File: config.mk
export PLATFORM = sky130hd
export DESIGN_NAME = phase_controller_flat
export DESIGN_NICKNAME = d
export VERILOG_FILES = /design/src/rtl/phase_controller_pkg.sv /design/src/rtl/phase_controller_if.sv /design/src/rtl/phase_controller_edge_detect.sv /design/src/rtl/phase_controller.sv /design/src/flat_wrapper.sv
export SDC_FILE = /design/constraint.sdc
export NUM_CORES = 1
export LEC_CHECK = 0
export BUFFER_PORTS_ARGS = -buffer_cell sky130_fd_sc_hd__buf_2
export CAP_MARGIN = 20
export CORE_MARGIN = 1.5
export CORE_UTILIZATION = 53
export DETAILED_ROUTE_END_ITERATION = 10
export PLACE_DENSITY = 0.9
export SLEW_MARGIN = 30
export SYNTH_ARGS = -nofsm -noshare
export SYNTH_HDL_FRONTEND = slang
export SYNTH_SLANG_ARGS = --single-unit
File: constraint.sdc
create_clock -name clock -period 2.6 [get_ports clock]
set_clock_uncertainty 0.05 [all_clocks]
set_input_delay 0 -clock clock [delete_from_list [all_inputs] [get_ports clock]]
set_output_delay 0 -clock clock [all_outputs]
set_load 0.01 [all_outputs]
File: src/rtl/phase_controller_pkg.sv
// rtl/phase_controller_pkg.sv - shared encodings and constants for the phase sequencer
package phase_controller_pkg;

    // Controller states; encodings are fixed so the datapath debug tap can decode them.
    typedef enum logic [1:0] {
        IDLE   = 2'd0,
        RUN    = 2'd1,
        STEP   = 2'd2,
        HALTED = 2'd3
    } state_t;

    localparam int NUM_PHASES     = 5;
    localparam int ICNT_W_DEFAULT = 16;

    // Named phase indices of one SIMPLE instruction.
    localparam logic [2:0] P1 = 3'd0;
    localparam logic [2:0] P2 = 3'd1;
    localparam logic [2:0] P3 = 3'd2;
    localparam logic [2:0] P4 = 3'd3;
    localparam logic [2:0] P5 = 3'd4;

    // True in the states that clock the datapath.
    function automatic logic is_active(state_t s);
        return (s == RUN) || (s == STEP);
    endfunction

endpackage

File: src/rtl/phase_controller_if.sv
// rtl/phase_controller_if.sv - control/status bundle between sequencer and datapath
interface phase_controller_if #(
    parameter int NUM_PHASES = phase_controller_pkg::NUM_PHASES,
    parameter int ICNT_W     = phase_controller_pkg::ICNT_W_DEFAULT
);
    import phase_controller_pkg::*;

    logic                  exec;
    logic                  step;
    logic                  halt;
    logic [2:0]            phase;
    logic [NUM_PHASES-1:0] phase_bus;
    logic                  reset_ps;
    logic                  running;
    logic                  halted;
    logic [ICNT_W-1:0]     instr_count;

    // The sequencer drives phases and status; buttons and HLT come in.
    modport master (
        input  exec, step, halt,
        output phase, phase_bus, reset_ps, running, halted, instr_count
    );

    // Datapath / front-panel side.
    modport slave (
        output exec, step, halt,
        input  phase, phase_bus, reset_ps, running, halted, instr_count
    );

endinterface

File: src/rtl/phase_controller_edge_detect.sv
// rtl/phase_controller_edge_detect.sv - registered rising-edge detector for button levels
module phase_controller_edge_detect (
    input  logic clock,
    input  logic reset,
    input  logic din,
    output logic rise
);
    import phase_controller_pkg::*;

    logic din_q;

    // Previous-edge copy of the level; a held button produces only one rise.
    always_ff @(posedge clock) begin
        if (reset) begin
            din_q <= 1'b0;
        end else begin
            din_q <= din;
        end
    end

    assign rise = din & ~din_q;

endmodule

File: src/rtl/phase_controller.sv
// rtl/phase_controller.sv - five-phase run/step/halt sequencer for the SIMPLE datapath
module phase_controller #(
    parameter int NUM_PHASES = phase_controller_pkg::NUM_PHASES,
    parameter int ICNT_W     = phase_controller_pkg::ICNT_W_DEFAULT
) (
    input  logic               clock,
    input  logic               reset,
    phase_controller_if.master bus
);
    import phase_controller_pkg::*;

    localparam logic [2:0]            LAST_PHASE = 3'(NUM_PHASES - 1);
    localparam logic [NUM_PHASES-1:0] BUS_FIRST  = {{(NUM_PHASES-1){1'b0}}, 1'b1};
    localparam logic [ICNT_W-1:0]     ICNT_ONE   = {{(ICNT_W-1){1'b0}}, 1'b1};

    state_t                state_q, state_n;
    logic [2:0]            phase_q, phase_n;
    logic [NUM_PHASES-1:0] bus_q, bus_n;
    logic                  stop_q, stop_n;
    logic [ICNT_W-1:0]     icnt_q, icnt_n;
    logic                  running_q;
    logic                  halted_q;
    logic                  reset_ps_q;
    logic                  exec_rise;
    logic                  step_rise;
    logic                  at_boundary;
    logic                  stop_now;

    phase_controller_edge_detect u_exec_edge (
        .clock (clock),
        .reset (reset),
        .din   (bus.exec),
        .rise  (exec_rise)
    );

    phase_controller_edge_detect u_step_edge (
        .clock (clock),
        .reset (reset),
        .din   (bus.step),
        .rise  (step_rise)
    );

    // Last phase of the current instruction: the only point where we may stop or halt.
    assign at_boundary = (phase_q == LAST_PHASE);
    // A stop requested earlier, or one that lands on the boundary edge itself.
    assign stop_now    = stop_q || ((state_q == RUN) && exec_rise);

    // Datapath reset trails the controller reset by one edge.
    always_ff @(posedge clock) begin
        reset_ps_q <= reset;
    end

    // State, phase and counter registers; status flags follow the next state.
    always_ff @(posedge clock) begin
        if (reset) begin
            state_q   <= IDLE;
            phase_q   <= P1;
            bus_q     <= '0;
            stop_q    <= 1'b0;
            icnt_q    <= '0;
            running_q <= 1'b0;
            halted_q  <= 1'b0;
        end else begin
            state_q   <= state_n;
            phase_q   <= phase_n;
            bus_q     <= bus_n;
            stop_q    <= stop_n;
            icnt_q    <= icnt_n;
            running_q <= is_active(state_n);
            halted_q  <= (state_n == HALTED);
        end
    end

    // Next-state and phase sequencing.
    always_comb begin
        state_n = state_q;
        phase_n = phase_q;
        bus_n   = bus_q;
        stop_n  = stop_q;
        icnt_n  = icnt_q;

        if (reset_ps_q) begin
            // Datapath still in reset: stay quiet and swallow button edges.
            state_n = IDLE;
            phase_n = P1;
            bus_n   = '0;
            stop_n  = 1'b0;
        end else begin
            case (state_q)
                IDLE: begin
                    bus_n = '0;
                    if (exec_rise) begin
                        state_n = RUN;
                        phase_n = P1;
                        bus_n   = BUS_FIRST;
                    end else if (step_rise) begin
                        state_n = STEP;
                        phase_n = P1;
                        bus_n   = BUS_FIRST;
                    end
                end

                RUN, STEP: begin
                    if (at_boundary) begin
                        icnt_n = icnt_q + ICNT_ONE;
                        if (bus.halt) begin
                            state_n = HALTED;
                            phase_n = P1;
                            bus_n   = '0;
                            stop_n  = 1'b0;
                        end else if ((state_q == STEP) || stop_now) begin
                            state_n = IDLE;
                            phase_n = P1;
                            bus_n   = '0;
                            stop_n  = 1'b0;
                        end else begin
                            phase_n = P1;
                            bus_n   = BUS_FIRST;
                        end
                    end else begin
                        phase_n = phase_q + 3'd1;
                        bus_n   = bus_q << 1;
                        if ((state_q == RUN) && exec_rise) begin
                            stop_n = 1'b1;
                        end
                    end
                end

                HALTED: begin
                    bus_n = '0;
                end

                default: begin
                    state_n = IDLE;
                    phase_n = P1;
                    bus_n   = '0;
                    stop_n  = 1'b0;
                end
            endcase
        end
    end

    assign bus.phase       = phase_q;
    assign bus.phase_bus   = bus_q;
    assign bus.reset_ps    = reset_ps_q;
    assign bus.running     = running_q;
    assign bus.halted      = halted_q;
    assign bus.instr_count = icnt_q;

endmodule

File: src/flat_wrapper.sv
// flat-port wrapper written by rule: the top's interface ports become plain ports
module phase_controller_flat import phase_controller_pkg::*;
#(
    parameter int NUM_PHASES = phase_controller_pkg::NUM_PHASES,
    parameter int ICNT_W     = phase_controller_pkg::ICNT_W_DEFAULT
)
  (clock, reset, bus_exec, bus_step, bus_halt, bus_phase, bus_phase_bus, bus_reset_ps, bus_running, bus_halted, bus_instr_count);
  phase_controller_if #(.NUM_PHASES(NUM_PHASES), .ICNT_W(ICNT_W)) bus_i ();
  input  logic clock;
  input  logic reset;
  input wire logic [$bits(bus_i.exec)-1:0] bus_exec;
  input wire logic [$bits(bus_i.step)-1:0] bus_step;
  input wire logic [$bits(bus_i.halt)-1:0] bus_halt;
  output wire logic [$bits(bus_i.phase)-1:0] bus_phase;
  output wire logic [$bits(bus_i.phase_bus)-1:0] bus_phase_bus;
  output wire logic [$bits(bus_i.reset_ps)-1:0] bus_reset_ps;
  output wire logic [$bits(bus_i.running)-1:0] bus_running;
  output wire logic [$bits(bus_i.halted)-1:0] bus_halted;
  output wire logic [$bits(bus_i.instr_count)-1:0] bus_instr_count;
  assign bus_i.exec = bus_exec;
  assign bus_i.step = bus_step;
  assign bus_i.halt = bus_halt;
  assign bus_phase = bus_i.phase;
  assign bus_phase_bus = bus_i.phase_bus;
  assign bus_reset_ps = bus_i.reset_ps;
  assign bus_running = bus_i.running;
  assign bus_halted = bus_i.halted;
  assign bus_instr_count = bus_i.instr_count;
  phase_controller #(.NUM_PHASES(NUM_PHASES), .ICNT_W(ICNT_W)) u_core (.clock(clock), .reset(reset), .bus(bus_i));
endmodule
==> results of run 1 <==
-- layout make-up --
cell class | count | area, um^2
Clock buffer | 6 | 41.3
Tap cell | 31 | 38.8
Fill cell | 228 | 920
Timing Repair Buffer | 35 | 195
Inverter | 8 | 30.0
Clock inverter | 2 | 35.0
Sequential cell | 32 | 641
Multi-Input combinational cell | 123 | 833
-- metal layers --
layer	wire [um]	track usage (%)
met5	0	0
met4	52	9.18
met3	150	7.60
met2	1460	33.9
met1	1450	25.5
-- flip-flops by register name (all words and copies together) (netlist names) --
register	count
u_core.stop_q	1
u_core.u_exec_edge.din_q	1
u_core.bus.instr_count	16
u_core.bus.reset_ps	1
u_core.bus.running	1
u_core.bus.phase	3
u_core.bus.halted	1
u_core.state_q	2
u_core.bus.phase_bus	5
u_core.u_step_edge.din_q	1
-- repair_timing --
| action | 4_1_cts | 5_1_grt |
|---|---|---|
| hold endpoints to repair | 4 | 0 |
| resized for setup | 0 | 0 |
| hold buffers | 4 | 0 |
| endpoints found under the setup margin | 0 | 0 |
| buffers inserted | 0 | 0 |
-- power by group through the flow --
stage | Clock [mW] | Combinational (mW) | Sequential [mW]
floorplan | 0 | 0.0450 | 0.515
global placement | 0 | 0.0626 | 0.514
detailed placement | 0 | 0.0638 | 0.514
CTS | 0.386 | 0.0688 | 0.503
global route | 0.402 | 0.0773 | 0.504
finish | 0.372 | 0.0688 | 0.503
-- how the worst max path moves through the flow --
stage                                       to  cells past startpoint
floorplan                   u_core.bus.running                      7
global placement    u_core.bus.instr_count[15]                      6
detailed placement  u_core.bus.instr_count[14]                      6
CTS                 u_core.bus.instr_count[14]                      6
global route        u_core.bus.instr_count[15]                      6
finish              u_core.bus.instr_count[14]                      6
-- cell families (layout without fill, tap and decap cells) --
logic type	after synthesis	in the layout
flip-flops	32	32
AO/OA/AOI/OAI	28	28
buffers and inverters	13	51
AND/OR/NAND/NOR	75	75
multiplexers	2	2
XOR/XNOR	10	10
adder cells (fa/ha/maj)	8	8
-- stage by stage --
step / hold slack (ns) / setup WS (ns) / std cells
CTS: 0.365 / 0.254 / 237
global placement: 0.182 / 0.363 / 225
floorplan: -0.0223 / 0.632 / 168
global route: 0.380 / 0.0808 / 237
detailed placement: 0.194 / 0.281 / 225
finish: 0.382 / 0.246 / 237
-- synthesized netlist by cell type, types with 2 or more instances --
cell type and instances:
nor3b_1 2, nor4_1 2, xnor2_1 8, and3_1 3, dfxtp_1 32, nand2_1 15, o22ai_1 2, nand2b_1 3
nor2_1 14, clkbuf_1 4, or3_1 3, ha_1 8, a21oi_1 10, or4_1 2, nand4_1 2, o31ai_1 2
nand3_1 5, o32ai_1 2, a311oi_1 2, nor2b_1 7, nor3_1 5, and2_1 3, xor2_1 2, inv_1 8
mux2_1 2
-- worst min-delay path: cells and delay by family --
family                 cells  cell delay [ns]
buffers and inverters      2             0.63
and+or+nand+nor            1             0.11
==> summary.md, run 1 <==
| Metric | Value |
|---|---|
| Status | `completed` |
| Leak Pwr | `0.783 nW` |
| FF-to-FF setup slack | `0.25 ns` |
| Sink Count | `32` |
| Synth-to-layout area growth | `18.9%` |
| EDFF count, synth | `0` |
| Die area | `0.00321 mm^2` |
| Mapped Avg Cell Area | `9.09 um^2` |
| Synth Area in Compound Gates | `12.5%` |
| Remaining Overflow, GRT | `0` |
| Switch Pwr | `216 uW` |
| Max Cap Viol | `0` |
| H-tree levels | `2` |
| # IOs | `32` |
| N_diodes | `0` |
| Worst Hold Launch | `bus_step` |
| Setup tns final | `0 ns` |
| #FFs+latches synth | `32` |
| Post-synthesis mux area share | `1.48%` |
| # rows | `19` |
| Final Critical Period | `2.35 ns` |
| Area contributors post-synth | `dfxtp_1, ha_1, xnor2_1` |
| Ratio of cells with drive above 1 in the final layout | `21.4%` |
| Area of placed instances | `0.00170 mm^2` |
| Worst path arrival time | `2.58 ns` |
| Final Max Tran Viols | `0` |
| RSZ-0062 raised after global routing | `no` |
| Die Y | `56.7 um` |
| Mapped Cells | `168` |
| Final setup fails | `0` |
| Crit path buf inv count | `1` |
| Mapped Nets | `181` |
| Final Util | `66.4%` |
| Combinational power share | `7.3%` |
| Asr flop ratio synth | `0%` |
| First-pass GRT wire length | `5.27 mm` |
| Clock power share | `39.5%` |
| Power density over cell area | `520 mW/mm^2` |
| Post-Synth Adder-Cell Area | `6.56%` |
| Critical Path End Type | `register` |
| Commonest non-fill, non-tap cell in the layout | `dfxtp_1` |
| Via count of the first global-routing pass | `1218` |
| CTS Buffer Depth | `2` |
| CTS tree | `done` |
| Worst Path Required | `2.82 ns` |
| Fin nets | `218` |
| Total number of vias | `1344` |
| Most frequent cells in the layout | `dfxtp_1, buf_2, nand2_1` |
| Clock slew at reported path FFs | `0.10 ns` |
| Final period util | `90.6%` |
| Worst slew margin | `69.3%` |
| Synth warnings | `0` |
| WL/cell | `13.1 um` |
| Post-route cell area | `0.00181 mm^2` |
| Hpwl dp | `2.21 mm` |
| Initial Utilization | `55.8%` |
| Crit Path Class | `reg -> reg` |
| VDD IR-drop max | `0.511 mV` |
| Largest stage delay, worst path | `0.52 ns` |
| Overall Global Routing Usage | `21.2%` |
| Die width | `56.7 um` |
| CTS buffer count | `5` |
| Initial antenna violation count | `0` |
| Worst reg2reg startpoint | `u_core.state_q[0]` |
| Crit-path slowest cell | `ha_1` |
| Post-Route WL | `3.11 mm` |
| TritonRoute pass-1 iters | `4` |
| CP Max Fanout | `12` |
| Largest family of logic cells by synthesized area | `simple AND/OR/NAND/NOR gates` |
| XOR/XNOR Fraction of Synth Area | `5.74%` |
| Fmax | `425 MHz` |
| Critical R2R Capture | `u_core.bus.instr_count[14]` |
| Internal power | `727 uW` |
| Worst min path class | `in -> reg` |
| Simple logic cell fraction of the synthesized area | `28.4%` |
| Root buf cell | `clkbuf_4` |
| Cell taking the most area after synthesis | `dfxtp_1` |
| Flop pwr share | `53.3%` |
| DR vias/cell | `5.67` |
| Synth unique cells | `45` |
| R2R cell count | `6` |
| Top cell type's share of synthesized area | `42.0%` |
| CP cell instances | `inv_1, ha_1, and4b_1, nand3_2, or4_1, a21oi_1` |
| Core Area | `0.00273 mm^2` |
| Worst setup SP type | `register` |
| Clk_lat worst skew | `0.34 ns` |
| Post-synthesis sequential area ratio | `42.0%` |
| Top FF cell, synth | `dfxtp_1` |
| Post-Syn Area | `0.00153 mm^2` |
| Largest net degree at the start of global routing | `26` |
| DRT iter0 DRCs | `35` |
| Routed Antenna Nets | `0` |
| Total power draw | `944 uW` |
| Number of cells on the worst hold path | `3` |
| Family with the most delay on the worst path | `simple AND/OR/NAND/NOR gates` |
| Min-Delay Endpoint | `u_core.u_step_edge.din_q` |
| DRC | `0` |
| PortBufs | `31` |
| Slew @ Worst Pin | `0.458 ns` |
| Routability cong. | `0.838` |
| Critical path origin | `u_core.state_q[0]` |
| Sw Ratio | `22.9%` |
| Final Hold Viols | `0` |
Power figures use the tool's default switching activity.
==> inputs of run 2 (changes only) <==
==> constraint.sdc (replaced) <==
create_clock -name clock -period 2.6 [get_ports clock]
set_clock_uncertainty 0.05 [all_clocks]
set_input_delay 0.78 -clock clock [delete_from_list [all_inputs] [get_ports clock]]
set_output_delay 0.78 -clock clock [all_outputs]
set_load 0.01 [all_outputs]
==> run 2 against run 1 <==
Effect of this change: worst setup slack gained 0.085 ns; clock power about the same; via count decreased by 0.67%; global-route usage grew 0.50 points; first-iteration DRC count increased by 46%; critical path type unchanged; largest power group unchanged; highest routed layer unchanged.
==> summary.md, run 2 (synthesis results as in run 1) <==
| Metric | Value |
|---|---|
| Clock slew at reported path FFs | `0.11 ns (about the same)` |
| DRT iter0 DRCs | `51 (+46%)` |
| Number of cells on the worst hold path | `2 (-1)` |
| First-pass GRT wire length | `5.41 mm (+2.6%)` |
| WL/cell | `13.2 um (+0.31%)` |
| R2R cell count | `6 (unchanged)` |
| Clk_lat worst skew | `0.34 ns (about the same)` |
| Post-Route WL | `3.08 mm (-0.96%)` |
| Worst Hold Launch | `u_core.bus.phase_bus[2]` |
| Crit Path Class | `reg -> reg` |
| Worst reg2reg startpoint | `u_core.state_q[0]` |
| Fmax | `441 MHz (+3.7%)` |
| Overall Global Routing Usage | `21.7% (+0.50 points)` |
| Setup Buffers After CTS | `0 (unchanged)` |
| CP Max Fanout | `9 (-3)` |
| Total number of vias | `1335 (-0.67%)` |
| Largest stage delay, worst path | `0.46 ns (-0.06 ns)` |
| Die width | `56.7 um (unchanged)` |
| RSZ-0062 raised after global routing | `no` |
| Sink Count | `32 (unchanged)` |
| VDD IR-drop max | `0.400 mV (-22%)` |
| Final Max Tran Viols | `0 (unchanged)` |
| CTS Buffer Depth | `2 (unchanged)` |
| Synth-to-layout area growth | `16.7%` |
| Die Y | `56.7 um (unchanged)` |
| Crit-path slowest cell | `dfxtp_1` |
| Largest net degree at the start of global routing | `26 (unchanged)` |
| CTS tree | `done` |
| Worst Path Required | `2.77 ns (-0.05 ns)` |
| Initial Utilization | `55.8% (unchanged)` |
| DR vias/cell | `5.71 (+0.60%)` |
| Setup tns final | `0 ns (unchanged)` |
| Via count of the first global-routing pass | `1243 (+2.1%)` |
| Clock power share | `39.3% (-0.2 points)` |
| # placed instances | `226 (+0.44%)` |
| Root buf cell | `clkbuf_4` |
| Internal power | `725 uW (-0.31%)` |
| Worst min path class | `reg -> reg` |
| Most frequent cells in the layout | `dfxtp_1, buf_2, nand2_1` |
| Setup WS pre-CTS | `0.187 ns (-0.0940 ns)` |
| H-tree levels | `2 (unchanged)` |
| Leak Pwr | `0.771 nW (-1.5%)` |
| Status | `completed` |
| Combinational power share | `7.1% (-0.2 points)` |
| FF-to-FF setup slack | `0.33 ns (+0.08 ns)` |
| Post-CTS resize count | `0 (unchanged)` |
| N_diodes | `0 (unchanged)` |
| Area of placed instances | `0.00171 mm^2 (+0.44%)` |
| Hpwl dp | `2.19 mm (-0.63%)` |
| Core Area | `0.00273 mm^2 (unchanged)` |
| Min-Delay Endpoint | `u_core.bus.phase_bus[3]` |
| Switch Pwr | `214 uW (-0.90%)` |
| Number of flip-flops under the largest register name | `16 (unchanged)` |
| Final Hold Viols | `0 (unchanged)` |
| # rows | `19 (unchanged)` |
| Worst slew margin | `70.2% (+0.93 points)` |
| Flop pwr share | `53.5% (+0.2 points)` |
| Worst path arrival time | `2.44 ns (-0.14 ns)` |
| Worst setup SP type | `register` |
| Hold_buf cts | `0 (-4)` |
| # IOs | `32 (unchanged)` |
| Routed Antenna Nets | `0 (unchanged)` |
| Critical R2R Capture | `u_core.bus.instr_count[13]` |
| Die area | `0.00321 mm^2 (unchanged)` |
| Ratio of cells with drive above 1 in the final layout | `22.2% (+0.81 points)` |
| Smallest setup slack after layout | `0.331 ns (+0.0848 ns)` |
| Slew @ Worst Pin | `0.447 ns (-0.0112 ns)` |
| CTS buffer count | `5 (unchanged)` |
| Sw Ratio | `22.8% (-0.11 points)` |
| Critical Path End Type | `register` |
| Routability cong. | `0.909 (+8.6%)` |
| Final Critical Period | `2.27 ns (-0.0848 ns)` |
| Final period util | `87.3% (-3.3 points)` |
| Final setup fails | `0 (unchanged)` |
| Max Cap Viol | `0 (unchanged)` |
| Power density over cell area | `527 mW/mm^2 (+1.4%)` |
| Commonest non-fill, non-tap cell in the layout | `dfxtp_1` |
| Post-route cell area | `0.00178 mm^2 (-1.8%)` |
| Fin nets | `215 (-1.4%)` |
| DRC | `0 (unchanged)` |
| PortBufs | `31 (unchanged)` |
| Hold_ws | `0.401 ns (+0.0182 ns)` |
| TritonRoute pass-1 iters | `4 (unchanged)` |
| Post-Layout Cell Count | `234 (-1.3%)` |
| Remaining Overflow, GRT | `0 (unchanged)` |
| Initial antenna violation count | `0 (unchanged)` |
| CP cell instances | `inv_1, ha_1, nand4b_4, nor4_2, nand3_1, mux2_1` |
[run 2: critical path: cells and delay by family (launching register included)]
kind | cells | cell delay (ns)
fa+ha+maj | 1 | 0.43
buf+inv | 1 | 0.10
flops | 1 | 0.46
mux | 1 | 0.33
simple gates | 3 | 0.80
[run 2: routing by layer]
layer | vias up | global-route usage (%) | part of all wire, %
li1 | 662 | - | -
met3 | 10 | 6.91 | 5.5
met5 | - | 0 | 0
met2 | 37 | 34.9 | 46
met4 | 0 | 11.2 | 2.4
met1 | 626 | 25.7 | 46
[run 2: how the worst max path moves through the flow]
stage	start	endpoint	slack [ns]	cells after the start
final	u_core.state_q[0]	u_core.bus.instr_count[13]	0.33	6
after global routing	u_core.state_q[0]	u_core.bus.instr_count[13]	0.16	6
after CTS	u_core.state_q[1]	u_core.bus.instr_count[13]	0.34	6
after detailed placement	bus_exec	u_core.bus.running	0.19	7
after global placement	bus_exec	u_core.bus.running	0.24	7
after floorplan	bus_exec	u_core.bus.running	0.48	6
[run 2: metrics by stage]
step	utilization, %	total power, mW
2_1_floorplan	-	0.560
3_3_place_gp	62.4	0.578
3_5_place_dp	62.4	0.580
4_1_cts	65.2	0.948
5_1_grt	65.2	0.974
6_report	65.2	0.939
[run 2: area by class of cell]
| type | instances | area, um^2 |
|---|---|---|
| well taps | 31 | 38.8 |
| repair buffers | 32 | 163 |
| inverters | 8 | 30.0 |
| multi-input cells | 123 | 833 |
| flip-flops and latches | 32 | 641 |
| clock buffers | 6 | 41.3 |
| clock inverters | 2 | 35.0 |
| fillers | 239 | 952 |
[run 2: power groups by stage]
stage	Sequential (mW)	Clock (mW)	Combinational [mW]
5_1_grt	0.504	0.396	0.0739
2_1_floorplan	0.515	0	0.0450
3_3_place_gp	0.514	0	0.0637
4_1_cts	0.503	0.378	0.0663
3_5_place_dp	0.514	0	0.0659
6_report	0.503	0.370	0.0668
